`src/rtl/grader_n.sv`:
```
// grader_n: parametrised Mastermind-style grader.
// It scores a latched Guess against a latched master pattern over NUM_SLOTS
// slots. The exact pass visits one slot per cycle. The near pass visits one
// (guess, master) pair per cycle. The grader also tracks rounds against the
// purchased budget.
// Optional macro GRADER_DUP_GUESS_EN adds the DupGuess output. With it, a
// repeat of the previous graded guess is scored but does not use up a round.
module grader_n #(
   parameter int SHAPE_W    = 3,
   parameter int NUM_SLOTS  = 4,
   parameter int MAX_ROUNDS = 8,
   parameter int CNT_W      = $clog2(NUM_SLOTS + 1),
   parameter int RND_W      = $clog2(MAX_ROUNDS + 1)
) (
   input  logic                         CLOCK_50,
   input  logic                         reset,
   input  logic                         StartGame,
   input  logic                         ready,
   input  logic [RND_W-1:0]             NumRounds,
   input  logic [NUM_SLOTS*SHAPE_W-1:0] masterPattern,
   input  logic [NUM_SLOTS*SHAPE_W-1:0] Guess,
   input  logic                         GradeIt,
   output logic                         busy,
   output logic                         GuessReady,
   output logic [CNT_W-1:0]             Znarly,
   output logic [CNT_W-1:0]             Zood,
   output logic [RND_W-1:0]             RoundNumber,
   output logic                         GameWon,
   output logic                         GameOver
`ifdef GRADER_DUP_GUESS_EN
   ,
   output logic                         DupGuess
`endif
);

   localparam int               P        = NUM_SLOTS * SHAPE_W;
   localparam int               IDX_W    = (NUM_SLOTS > 1) ? $clog2(NUM_SLOTS) : 1;
   localparam logic [IDX_W-1:0] LAST_IDX = IDX_W'(NUM_SLOTS - 1);
   localparam logic [CNT_W-1:0] FULL_CNT = CNT_W'(NUM_SLOTS);
   localparam logic [RND_W-1:0] MAX_RND  = RND_W'(MAX_ROUNDS);

   typedef enum logic [2:0] {
      S_IDLE, S_PLAY, S_EXACT, S_NEAR, S_DONE, S_END
   } state_t;

   state_t               r_state;
   logic [P-1:0]         r_master;
   logic [P-1:0]         r_guess;
   logic [NUM_SLOTS-1:0] r_guess_used;
   logic [NUM_SLOTS-1:0] r_master_used;
   logic [IDX_W-1:0]     r_idx_i;
   logic [IDX_W-1:0]     r_idx_j;
   logic [CNT_W-1:0]     r_zn_cnt;
   logic [CNT_W-1:0]     r_zo_cnt;
   logic [RND_W-1:0]     r_limit;
   logic [RND_W-1:0]     r_round;
   logic [CNT_W-1:0]     r_znarly;
   logic [CNT_W-1:0]     r_zood;
   logic                 r_busy;
   logic                 r_guess_ready;
   logic                 r_game_won;
   logic                 r_game_over;
`ifdef GRADER_DUP_GUESS_EN
   logic [P-1:0]         r_prev_guess;
   logic                 r_have_prev;
   logic                 r_dup;
   logic                 w_dup;
`endif

   logic [SHAPE_W-1:0]   w_g_slot [NUM_SLOTS];
   logic [SHAPE_W-1:0]   w_m_slot [NUM_SLOTS];
   logic                 w_exact_hit;
   logic                 w_near_hit;
   logic [RND_W-1:0]     w_limit;
   logic [RND_W-1:0]     w_round_inc;
   logic [RND_W-1:0]     w_round_next;
   logic                 w_win;
   logic                 w_over_next;

   // Split the latched patterns into per-slot shape codes.
   genvar gi;
   generate
      for (gi = 0; gi < NUM_SLOTS; gi++) begin : g_slot
         assign w_g_slot[gi] = r_guess[gi*SHAPE_W +: SHAPE_W];
         assign w_m_slot[gi] = r_master[gi*SHAPE_W +: SHAPE_W];
      end
   endgenerate

   assign w_exact_hit = (w_g_slot[r_idx_i] == w_m_slot[r_idx_i]);
   assign w_near_hit  = !r_guess_used[r_idx_i] && !r_master_used[r_idx_j] &&
                        (w_g_slot[r_idx_i] == w_m_slot[r_idx_j]);
   assign w_limit     = (NumRounds > MAX_RND) ? MAX_RND : NumRounds;
   assign w_round_inc = (r_round == MAX_RND) ? r_round : r_round + RND_W'(1);
   assign w_win       = (r_zn_cnt == FULL_CNT);

`ifdef GRADER_DUP_GUESS_EN
   // A repeated guess is scored normally but leaves the round budget untouched.
   assign w_dup        = r_have_prev && (r_guess == r_prev_guess);
   assign w_round_next = w_dup ? r_round : w_round_inc;
   assign w_over_next  = w_dup ? r_game_over : (w_win || (w_round_inc == r_limit));
   assign DupGuess     = r_dup;
`else
   assign w_round_next = w_round_inc;
   assign w_over_next  = w_win || (w_round_inc == r_limit);
`endif

   assign busy        = r_busy;
   assign GuessReady  = r_guess_ready;
   assign Znarly      = r_znarly;
   assign Zood        = r_zood;
   assign RoundNumber = r_round;
   assign GameWon     = r_game_won;
   assign GameOver    = r_game_over;

   // Game/grade sequencer with all outputs registered.
   always_ff @(posedge CLOCK_50 or negedge reset) begin
      if (!reset) begin
         r_state       <= S_IDLE;
         r_master      <= '0;
         r_guess       <= '0;
         r_guess_used  <= '0;
         r_master_used <= '0;
         r_idx_i       <= '0;
         r_idx_j       <= '0;
         r_zn_cnt      <= '0;
         r_zo_cnt      <= '0;
         r_limit       <= '0;
         r_round       <= '0;
         r_znarly      <= '0;
         r_zood        <= '0;
         r_busy        <= 1'b0;
         r_guess_ready <= 1'b0;
         r_game_won    <= 1'b0;
         r_game_over   <= 1'b0;
`ifdef GRADER_DUP_GUESS_EN
         r_prev_guess  <= '0;
         r_have_prev   <= 1'b0;
         r_dup         <= 1'b0;
`endif
      end else begin
         r_guess_ready <= 1'b0;
`ifdef GRADER_DUP_GUESS_EN
         r_dup         <= 1'b0;
`endif
         case (r_state)
            S_IDLE: begin
               if (StartGame && ready && (NumRounds != '0)) begin
                  r_master    <= masterPattern;
                  r_limit     <= w_limit;
                  r_round     <= '0;
                  r_game_won  <= 1'b0;
                  r_game_over <= 1'b0;
                  r_znarly    <= '0;
                  r_zood      <= '0;
`ifdef GRADER_DUP_GUESS_EN
                  r_have_prev <= 1'b0;
`endif
                  r_state     <= S_PLAY;
               end
            end
            S_PLAY: begin
               if (!StartGame) begin
                  r_state <= S_IDLE;
               end else if (GradeIt) begin
                  r_guess       <= Guess;
                  r_guess_used  <= '0;
                  r_master_used <= '0;
                  r_zn_cnt      <= '0;
                  r_zo_cnt      <= '0;
                  r_idx_i       <= '0;
                  r_idx_j       <= '0;
                  r_busy        <= 1'b1;
                  r_state       <= S_EXACT;
               end
            end
            S_EXACT: begin
               if (w_exact_hit) begin
                  if (r_zn_cnt != FULL_CNT) r_zn_cnt <= r_zn_cnt + CNT_W'(1);
                  r_guess_used[r_idx_i]  <= 1'b1;
                  r_master_used[r_idx_i] <= 1'b1;
               end
               if (r_idx_i == LAST_IDX) begin
                  r_idx_i <= '0;
                  r_idx_j <= '0;
                  r_state <= S_NEAR;
               end else begin
                  r_idx_i <= r_idx_i + IDX_W'(1);
               end
            end
            S_NEAR: begin
               if (w_near_hit) begin
                  if (r_zo_cnt != FULL_CNT) r_zo_cnt <= r_zo_cnt + CNT_W'(1);
                  r_guess_used[r_idx_i]  <= 1'b1;
                  r_master_used[r_idx_j] <= 1'b1;
               end
               if (r_idx_j == LAST_IDX) begin
                  r_idx_j <= '0;
                  if (r_idx_i == LAST_IDX) begin
                     r_idx_i <= '0;
                     r_state <= S_DONE;
                  end else begin
                     r_idx_i <= r_idx_i + IDX_W'(1);
                  end
               end else begin
                  r_idx_j <= r_idx_j + IDX_W'(1);
               end
            end
            S_DONE: begin
               r_guess_ready <= 1'b1;
               r_busy        <= 1'b0;
               r_znarly      <= r_zn_cnt;
               r_zood        <= r_zo_cnt;
               r_game_won    <= w_win;
               r_round       <= w_round_next;
               r_game_over   <= w_over_next;
`ifdef GRADER_DUP_GUESS_EN
               r_dup         <= w_dup;
               r_prev_guess  <= r_guess;
               r_have_prev   <= 1'b1;
`endif
               if (!StartGame)       r_state <= S_IDLE;
               else if (w_over_next) r_state <= S_END;
               else                  r_state <= S_PLAY;
            end
            S_END: begin
               if (!StartGame) r_state <= S_IDLE;
            end
            default: r_state <= S_IDLE;
         endcase
      end
   end

endmodule

```
`config.mk`:
```
export PLATFORM = sky130hd
export DESIGN_NAME = grader_n
export DESIGN_NICKNAME = d
export VERILOG_FILES = /design/src/rtl/grader_n.sv
export SDC_FILE = /design/constraint.sdc
export NUM_CORES = 1
export LEC_CHECK = 0
export ABC_AREA = 1
export BUFFER_PORTS_ARGS = -buffer_cell sky130_fd_sc_hd__buf_4
export CORE_MARGIN = 5
export CORE_UTILIZATION = 58
export DETAILED_ROUTE_END_ITERATION = 10
export HOLD_SLACK_MARGIN = 0.02
export PLACE_DENSITY = 0.91
export SYNTH_ARGS = -nofsm -noshare
export SYNTH_HDL_FRONTEND = slang
export SYNTH_SLANG_ARGS = --single-unit
```
`constraint.sdc`:
```
create_clock -name CLOCK_50 -period 2.3 [get_ports CLOCK_50]
set_clock_uncertainty 0.05 [all_clocks]
set_input_delay 0.23 -clock CLOCK_50 [delete_from_list [all_inputs] [get_ports CLOCK_50]]
set_output_delay 0.23 -clock CLOCK_50 [all_outputs]
set_load 0.02 [all_outputs]
```
After elaboration in Yosys (flattened, before gate mapping) --
Cells that the tools add are included.
Word-level totals: memory bits (read-only) 0, flip-flop bits (word level) 63, bits of input ports 33, memories kept 0, word-level logic and storage cells 151, memory bits (writable) 0, latch bits 0
Operators by class: shift-type cells 0, equality and inequality tests 26, multiplexer cells 65, $add $sub $neg 5, bitwise operators 5, divide/modulo/power cells 0, $lt $le $gt $ge 7, reduce and logical (&&, ||, !) cells 26, multiply operators 0
Operators by type and width (number):
- 3-bit 2-to-1 mux | 22
- 4-bit 2-to-1 mux | 9
- 3-bit one-hot mux with 2 select lines | 4
- 4-bit one-hot mux with 3 select lines | 2
- 2-bit inequality test, second input constant | 11
- 3-bit binary-select mux with 2-bit select | 3
- 3-bit one-hot mux with 6 select lines | 1
- 5-bit AND reduction | 3
- 2-bit 2-to-1 mux | 6
- 4-bit bitwise OR | 3
- 2-bit one-hot mux with 3 select lines | 2
- 3-bit equality test, second input constant | 3
- 3-bit inequality test, second input constant | 3
- 1-bit 2-to-1 mux | 8
- 4-bit one-hot mux with 2 select lines | 1
- 4-bit AND reduction | 2
- 2-bit nonzero test | 4
- 3-bit by 1-bit adder with 3-bit output, second input constant | 2
- 3-bit by 2-bit equality test with 1-bit output, second input constant | 2
- 3-bit equality test | 2
- 3-bit greater-or-equal comparator, second input constant | 2
- 1-bit logical AND | 6
- 2-bit by 3-bit less-than comparator with 1-bit output, second input constant | 2
- 2-bit NOT with 3-bit output | 2
- 19 further kinds | 29

Logic depth before layout (Yosys ltp) --
Gate-level depths: netlist of the first run.
word-level depth 8, depth in mapped cells 15

Least setup slack after synthesis of the first run --
OpenSTA, ideal clock, no wires.
path kind register -> register, start point register r_idx_i[0], end point register r_guess_used[0], setup time 0.121 ns, setup slack 0.599 ns, stages on the path, launching flop included 14, data arrival time 1.530 ns, path through dfrtp_1 inv_2 buf_6 nand2_1 nand3_1 nand2_1 nor2_1 nand2_1 nor2_1 nand2_1 nand2_1 nand2_2 o21bai_1 nand2_1
On the way: longest elaborated chain between the ends 8, elaborated cells on any way between the ends 26, classes of those cells 2 x order compare; 4 x eq/ne; 13 x mux; 2 x bitwise; 5 x reduce/logical
RTL lines:
- start: declaration | line 51 | logic [IDX_W-1:0] r_idx_i;
- start signal: assignment | line 187 | r_idx_i <= r_idx_i + IDX_W'(1);
- start signal: assignment | line 202 | r_idx_i <= r_idx_i + IDX_W'(1);
- parallel branches: the longest is 8 deep, another holds 2-bit by 3-bit less-than comparator with 1-bit output
- end signal: assignment | line 121 | r_guess_used <= '0;
- end signal: assignment | line 166 | r_guess_used <= '0;
- end signal: indexed assignment | line 179 | r_guess_used[r_idx_i] <= 1'b1;
- end: declaration | line 49 | logic [NUM_SLOTS-1:0] r_guess_used;
Several ways; the timed one is not identified. The select of a mux whose other input is x is not followed. A chain may end at the register's enable or synchronous reset.

Final worst setup path of the first run --
start point register r_state[1], end point register r_limit[2]
On the way: longest elaborated chain between the ends 2
RTL lines:
- start: declaration | line 46 | state_t r_state;
- start signal: assignment | line 118 | r_state <= S_IDLE;
- start signal: assignment | line 158 | r_state <= S_PLAY;
- start signal: assignment | line 163 | r_state <= S_IDLE;
- 3-bit zero test | line 145 | case (r_state)
- 2-bit AND reduction (no line)
- end signal: assignment | line 149 | r_limit <= w_limit;
- end: declaration | line 55 | logic [RND_W-1:0] r_limit;
Every way passes these cells.

==> out/qor.yml, run 1 <==
status: "complete, no violations"
ant_nets: 0
synth_largest_area_cell: "dfrtp_1"
hp-class: "in -> reg"
required_ps: 2520
whs_ps: 24.81
insertion_delay_ps: 350
async_flop_share_pct: 100.0
start_util_pct: 58.72
grt_first_pass_wirelength_um: 14620
finalMaxSlewViolations: 0
ys_ff_latch: 63
synthCells: 515
leakagePower_nw: 2.417
hold_viol: 0
ios: 47
netlist_top_cells_area: "dfrtp_1 43%, nand2_1 23%, nand3_1 7.1%"
std_cell_rows: 29
peakVddDrop_v: 0.0006862
ys_seq_area_share_pct: 43.02
hold_end: "r_master[1]"
reg2reg_setup_slack_ps: 180
post-route-period-util_pct: 92.13
rsz0062_at_grt: "no"
wirelength_um: 8495
drc: 0
grt_pass1_vias: 3253
synth_edf_count: 0
worstPathCellList: "nor2_1, inv_1, nor2_1, inv_1, nor2_2, clkinvlp_4, nor2_1, inv_1, o22ai_1"
holdCritStartpoint: "masterPattern[1]"
finalSetupViolCount: 0
grt_start_max_net_pins: 64
whs_path_depth: 3
syn_avg_cell_area_um2: 7.116
arrival_ps: 2340
yosysWarnings: 0
end_kind: "flop"
slowest_delay_ps: 410
htreeDepth: 3
slowest_stage: "dfrtp_1"
nets: 617
crit_family: "simple AND/OR/NAND/NOR gates"
syn_nets: 562
place_hpwl_um: 6174
overflow: 0
ys_types: 32
tritoncts: "done"
antenna_found_initial: 0
cts_max_path_buffers: 2
worst_slew_margin_rel_pct: 48.88
routed_via_density: 5.249
min_period_ps: 2119
worstReg2RegEnd: "r_limit[2]"
worst_r2r_path_depth: 9
clock_sinks: 63
crit_path_max_fanout: 6
finalWorstSetupSlack_ps: 181.0
gp_congestion: 0.9884
route.detailed.wl_per_inst_um: 13.07
cp.buffers_inverters: 4
synthToLayoutAreaGrowth_pct: 18.27
yosysMostFrequentCell: "nand2_1"
synth_ff_type: "dfrtp_1"
die_h_um: 89.49
cap_violations: 0
groute.usage.overall_pct: 23.82
dr.pass1.iters: 5
p_per_area_nw_per_um2: 1399
critPathKind: "reg -> reg"
tightestPinTransition_ps: 766.7
synth_common_cells: "227 x nand2_1, 63 x dfrtp_1, 52 x nand3_1"
dpl_worst_slack_ps: 249.8
drive_above_1_share_pct: 14.83
num_vias: 3412
fp.dieW_um: 89.49
cts.clk_slew.worst_paths_ps: 70
max_clock_freq_mhz: 471.9
diodes: 0
clockRootBuffer: "clkbuf_8"
yosysTopAreaCellShare_pct: 43.02
numCtsBuffers: 9
drtIter0Drc: 214
synth_area_um2: 3665
core-area_um2: 6241
cp-start-kind: "flop"
die_area_um2: 8008
fin_tns_setup_ps: 0
placement.io_buffers: 46
rr_startpoint: "r_state[1]"
## per-stage QoR
stage | std cells | area, µm² | utilization (%) | power [mW]
6_report | 650 | 4334 | 69.45 | 6.062
5_1_grt | 650 | 4334 | 69.45 | 6.649
4_1_cts | 648 | 4312 | 69.09 | 6.033
3_5_place_dp | 629 | 4066 | 65.16 | 5.050
3_3_place_gp | 629 | 4066 | 65.16 | 4.890
2_1_floorplan | 515 | 3665 | - | 4.278
## tightest hold or removal path: stages
cell and delay [ps]:
buf_4 80, nand2_1 40, nand2_1 50
## flip-flops by register name, summed over array words and instances (netlist names)
register	cells
GameOver	1
GameWon	1
GuessReady	1
RoundNumber	4
Znarly	3
Zood	3
busy	1
r_guess	12
r_guess_used	4
r_idx_i	2
r_idx_j	2
r_limit	4
r_master	12
r_master_used	4
r_state	3
r_zn_cnt	3
r_zo_cnt	3
## worst max path at each step
stage                     from               to  slack (ps)  cells past startpoint
CTS                 r_state[1]       r_limit[2]         240                      9
global placement    r_idx_i[1]  r_guess_used[0]         410                     12
finish              r_state[1]       r_limit[2]         180                      9
floorplan           r_idx_i[0]  r_guess_used[0]         600                     13
global route        r_state[1]       r_limit[1]           5                      9
detailed placement  r_state[1]       r_limit[2]         250                      9
## power breakdown
| group | internal, mW | switching (mW) | total [mW] |
|---|---|---|---|
| logic | 1.12 | 2.05 | 3.17 |
| registers | 1.57 | 0.368 | 1.94 |
| clock network | 0.547 | 0.407 | 0.954 |
| total | 3.24 | 2.83 | 6.06 |
## final cells by class
class / instances / area [µm²]
Tap cell: 77 / 96.34
Clock buffer: 11 / 151.4
Timing Repair inverter: 1 / 7.507
Clock inverter: 3 / 43.79
Timing Repair Buffer: 57 / 440.4
Multi-Input combinational cell: 385 / 1812
Sequential cell: 63 / 1577
Fill cell: 512 / 1907
Inverter: 53 / 206.4
## logic make-up (layout without fill, tap and decap cells)
family / Yosys count / after routing / share of synthesized area, %
buffers and inverters: 67 / 125 / 7.545
AO/OA/AOI/OAI: 47 / 47 / 7.853
flip-flops: 63 / 63 / 43.02
adder cells (fa/ha/maj): 14 / 14 / 4.780
AND/OR/NAND/NOR: 318 / 318 / 35.37
XOR/XNOR: 6 / 6 / 1.434
## cells in the final DEF (no fill, tap or decap), drive strengths merged, types with 2 or more instances in the layout
cell	count
a21oi	8
buf	52
clkbuf	11
clkinv	3
clkinvlp	3
dfrtp	63
dlygate4sd3	5
ha	14
inv	50
nand2	232
nand3	53
nor2	29
nor3	2
o211ai	2
o21ai	22
o21bai	8
o22ai	4
xor2	5
## layer usage
layer  share of wire (%)  global-route usage, %  routed length, µm
met1                  44                  30.31               3699
met2                  49                  39.85               4146
met3                 5.7                  5.069                485
met4                 1.9                  8.931                163
met5                   0                      0                  0
## timing repair
action / in CTS / in global routing
buffers inserted: 0 / 1
hold buffers: 5 / 0
endpoints found under the setup margin: 0 / 2
endpoints found under the hold margin: 67 / 0
resized for setup: 0 / 3
Power figures use the tool's default switching activity.
==> run 2: changes to the inputs <==
Settings changed: CORE_UTILIZATION 58 to 52, CTS_CLUSTER_SIZE set to 14, PLACE_DENSITY 0.91 to 0.87.
Clock period 2.3 ns to 1.75 ns, I/O delays scaled along.
==> out/qor.yml, run 2 (same netlist as run 1, synthesis figures left out) <==
wl_met3_um: 577
worst_slew_margin_rel_pct: 73.80
finalMaxSlewViolations: 0
diodes: 0
route.met2.wl_um: 4890
fin_util_pct: 73.02
wirelength_um: 9751
peakVddDrop_v: 0.0009861
insertion_delay_ps: 360
numCtsBuffers: 9
wl_met1_um: 3979
finalSetupViolCount: 11
groute.usage.overall_pct: 22.93
clockRootBuffer: "clkbuf_8"
antenna_found_initial: 0
synthToLayoutAreaGrowth_pct: 36.12
core-area_um2: 6832
grt_start_max_net_pins: 35
dpl.cell_count: 668
overflow: 0
required_ps: 1940
layoutNonFillerInstCount: 718
grt_pass1_vias: 3640
dr.pass1.iters: 5
maxUsedRoutingLayer: "met4"
num_vias: 3760
hp-class: "in -> reg"
placement.io_buffers: 46
max_clock_freq_mhz: 538.6
critPathKind: "reg -> reg"
die_h_um: 93.95
tritoncts: "done"
clock_sinks: 63
cts_max_path_buffers: 2
drive_above_1_share_pct: 24.76
final_cell_mix: "210 x nand2_1, 71 x buf_4, 60 x dfrtp_1"
fp.dieW_um: 93.95
end_kind: "flop"
ant_nets: 0
rsz0062_at_grt: "yes"
p_per_area_nw_per_um2: 1835
tightestPinTransition_ps: 392.9
cts.clk_slew.worst_paths_ps: 70
start_util_pct: 53.64
ios: 47
cp-start-kind: "flop"
grt_first_pass_wirelength_um: 16060
post-route-period-util_pct: 106.1
drc: 0
gp_congestion: 0.8704
hold_viol: 0
arrival_ps: 2050
leakagePower_nw: 2.692
reg_top3: "r_guess (12), r_master (12)"
cap_violations: 0
place_hpwl_um: 6583
htreeDepth: 3
status: "finished, violations left"
die_area_um2: 8827
std_cell_rows: 30
nets: 665
route.detailed.wl_per_inst_um: 13.58
routed_via_density: 5.237
min_period_ps: 1857
final_common_cell: "nand2_1"
finalWorstSetupSlack_ps: -106.7
crit_path_max_fanout: 8
violations: "setup timing"
drtIter0Drc: 200
[run 2: per-stage QoR]
step | hold WS (ps) | cell area (µm²) | setup slack (ps) | power [mW] | setup TNS, ps
after floorplan | -170.6 | 3665 | 49.28 | 5.623 | 0
after CTS | 32.16 | 4783 | -58.61 | 8.607 | -279.3
after global routing | 55.80 | 4989 | -215.1 | 9.882 | -3364
final | 39.23 | 4989 | -106.7 | 9.156 | -920.4
after detailed placement | 79.88 | 4278 | -68.47 | 7.087 | -492.3
after global placement | 69.34 | 4278 | 3.076 | 6.873 | 0
[run 2: layout make-up]
cell class                 instances  area (µm²)
fill                             491        1843
inverter                          53       211.5
multi-input combinational        385        1971
clock inverter                     3       42.54
timing repair inverter             2       10.01
timing repair buffer             104       898.4
sequential                        63        1580
tap                               96       120.1
clock buffer                      12       155.1
[run 2: final timing paths]
path / to / from / slack [ps] / cells past startpoint
max reg2reg: r_guess_used[2] / r_idx_i[0] / -110 / 13
min reg2reg: r_guess[8] / r_guess[8] / 440 / 2
min in group asynchronous: Zood[1] / reset / 230 / 2
max: r_guess_used[2] / r_idx_i[0] / -110 / 13
max in group asynchronous: r_idx_i[0] / reset / 900 / 3
min: r_limit[1] / NumRounds[1] / 40 / 3
[run 2: what timing repair did]
| action | CTS | global route |
|---|---|---|
| hold buffers | 26 | 0 |
| setup buffers | 0 | 6 |
| pin swaps | 9 | 22 |
| endpoints found under the hold margin | 54 | 0 |
| resized for setup | 17 | 43 |
| gates cloned | 1 | 2 |
| setup endpoints to repair | 14 | 51 |
[run 2: critical path: stages, from the launching register on]
cell,delay [ps]
dfrtp_2,480
buf_6,180
nand2_4,60
nand3_2,70
nand2_2,100
buf_4,110
nand2_1,40
nand2_1,80
nand3_2,80
nand2_2,80
nand2_4,60
buf_12,130
o21bai_1,160
nand2_1,70
[run 2: routing by layer]
metal | vias up | GRT usage [%]
li1 | 1820 | -
met1 | 1755 | 26.98
met2 | 153 | 39.56
met3 | 32 | 5.128
met4 | 0 | 10.59
met5 | - | 0
[run 2: power by group]
group / internal, mW / total, mW / switching (mW)
Clock: 0.725 / 1.30 / 0.573
Sequential: 2.07 / 2.60 / 0.529
Combinational: 2.13 / 5.25 / 3.12
==> run 3: changes to the inputs <==
==> constraint.sdc (replaced) <==
create_clock -name CLOCK_50 -period 1.75 [get_ports CLOCK_50]
set_clock_uncertainty 0.05 [all_clocks]
set_input_delay 0.0875 -clock CLOCK_50 [delete_from_list [all_inputs] [get_ports CLOCK_50]]
set_output_delay 0.0875 -clock CLOCK_50 [all_outputs]
set_load 0.02 [all_outputs]
==> out/qor.yml, run 3 (same netlist as run 1, synthesis figures left out) <==
clock_sinks: 63
final_cell_mix: "212 x nand2_1, 71 x buf_4, 61 x dfrtp_1"
diodes: 0
htreeDepth: 3
rsz0062_at_grt: "yes"
cap_violations: 0
max_clock_freq_mhz: 531.3
layoutNonFillerInstCount: 718
placement.io_buffers: 46
die_area_um2: 8827
hp-class: "in -> reg"
finalWorstSetupSlack_ps: -132.2
synthToLayoutAreaGrowth_pct: 35.58
pwr-share-clk_pct: 14.0
power_frac_seq_pct: 28.4
ios: 47
tightestPinTransition_ps: 787.6
fp.dieW_um: 93.95
dr.pass1.iters: 5
end_kind: "flop"
ant_nets: 0
clockRootBuffer: "clkbuf_8"
gp_congestion: 0.8610
dpl_worst_slack_ps: -80.61
power_frac_comb_pct: 57.7
drtIter0Drc: 329
place_hpwl_um: 6600
hold_viol: 0
route.detailed.wl_per_inst_um: 14.38
grt_pass1_vias: 3776
reg_top3: "r_guess (12), r_master (12)"
insertion_delay_ps: 340
routed_via_density: 5.319
arrival_ps: 2060
antenna_found_initial: 0
std_cell_rows: 30
peakVddDrop_v: 0.0008895
grt_start_max_net_pins: 64
cts_max_path_buffers: 2
finalMaxSlewViolations: 0
fin_tns_setup_ps: -1444
tritoncts: "done"
wirelength_um: 10330
drive_above_1_share_pct: 23.15
cp-start-kind: "flop"
groute.usage.overall_pct: 23.67
start_util_pct: 53.64
p_per_area_nw_per_um2: 1842
critPathKind: "reg -> reg"
dpl.cell_count: 667
num_vias: 3819
nFillCells: 492
die_h_um: 93.95
finalSetupViolCount: 16
post-route-period-util_pct: 107.6
final_common_cell: "nand2_1"
reg2reg_setup_slack_ps: -130
worst_slew_margin_rel_pct: 47.49
violations: "setup timing"
overflow: 0
numCtsBuffers: 9
required_ps: 1920
core-area_um2: 6832
nets: 665
p_sw_share_pct: 46.54
cts.clk_slew.worst_paths_ps: 70
drc: 0
min_period_ps: 1882
p_switching_mw: 4.260
grt_first_pass_wirelength_um: 16660
whs_ps: 277.0
fin_util_pct: 72.73
leakagePower_nw: 2.677
status: "finished, violations left"
crit_path_max_fanout: 8
intPower_mw: 4.893
[run 3: cell types whose count changed in the layout (fill, tap and decap cells not counted), moves of 2 or more]
cell,before,now
dlygate4sd3_1,26,30
nand2_4,7,4
nor2_1,20,23
nor2_2,8,5
nand2_1,210,212
[run 3: what timing repair did]
action,4_1_cts,5_1_grt
endpoints found under the hold margin,92,0
gates resized for setup,23,29
gates cloned,1,0
hold buffers,30,0
buffers inserted,0,5
pin swaps,11,14
endpoints found under the setup margin,15,50
[run 3: final timing paths]
| kind | startpoint | endpoint | cells after the start |
|---|---|---|---|
| worst min register to register | r_guess[8] | r_guess[8] | 2 |
| worst max-delay path | r_idx_i[0] | r_guess_used[1] | 13 |
| worst max register to register | r_idx_i[0] | r_guess_used[1] | 13 |
| min in group asynchronous | reset | Zood[0] | 2 |
| max in group asynchronous | reset | r_idx_i[0] | 2 |
| worst min-delay path | ready | r_state[1] | 5 |
[run 3: layout make-up]
cell class              count  area [µm²]  share of cell area (%)
flip-flops and latches     63        1579                   31.78
clock inverters             3       42.54                  0.8562
multi-input cells         385        1956                   39.36
repair buffers            106       907.1                   18.26
well taps                  96       120.1                   2.418
inverters                  53       209.0                   4.205
clock buffers              12       155.1                   3.123
[run 3: critical path: stages (launching register included)]
cell	delay, ps
dfrtp_2	490
buf_6	170
nand2_2	50
nand3_1	100
nand2_2	100
inv_2	50
nand2_2	60
nand2_2	60
nor2_2	100
nand2_2	110
nand2_4	120
nand2_8	70
o21bai_1	150
nand2_1	70
[run 3: power by group through the flow]
stage | sequential, mW | combinational (mW) | clock [mW]
6_report | 2.60 | 5.28 | 1.28
5_1_grt | 2.66 | 5.86 | 1.37
4_1_cts | 2.55 | 4.81 | 1.29
3_5_place_dp | 2.54 | 4.57 | 0
3_3_place_gp | 2.50 | 4.37 | 0
2_1_floorplan | 2.57 | 3.06 | 0
[run 3: stage by stage]
step	total power [mW]	instance area, µm²
2_1_floorplan	5.623	3665
3_3_place_gp	6.866	4258
3_5_place_dp	7.109	4258
4_1_cts	8.656	4821
5_1_grt	9.888	4969
6_report	9.153	4969
[run 3: routing by layer]
metal	vias to the layer above	GRT usage [%]	wire length (µm)
li1	1818	-	-
met1	1800	27.25	3995
met2	171	43.29	5398
met3	30	5.769	684
met4	0	6.619	249
met5	-	0	0
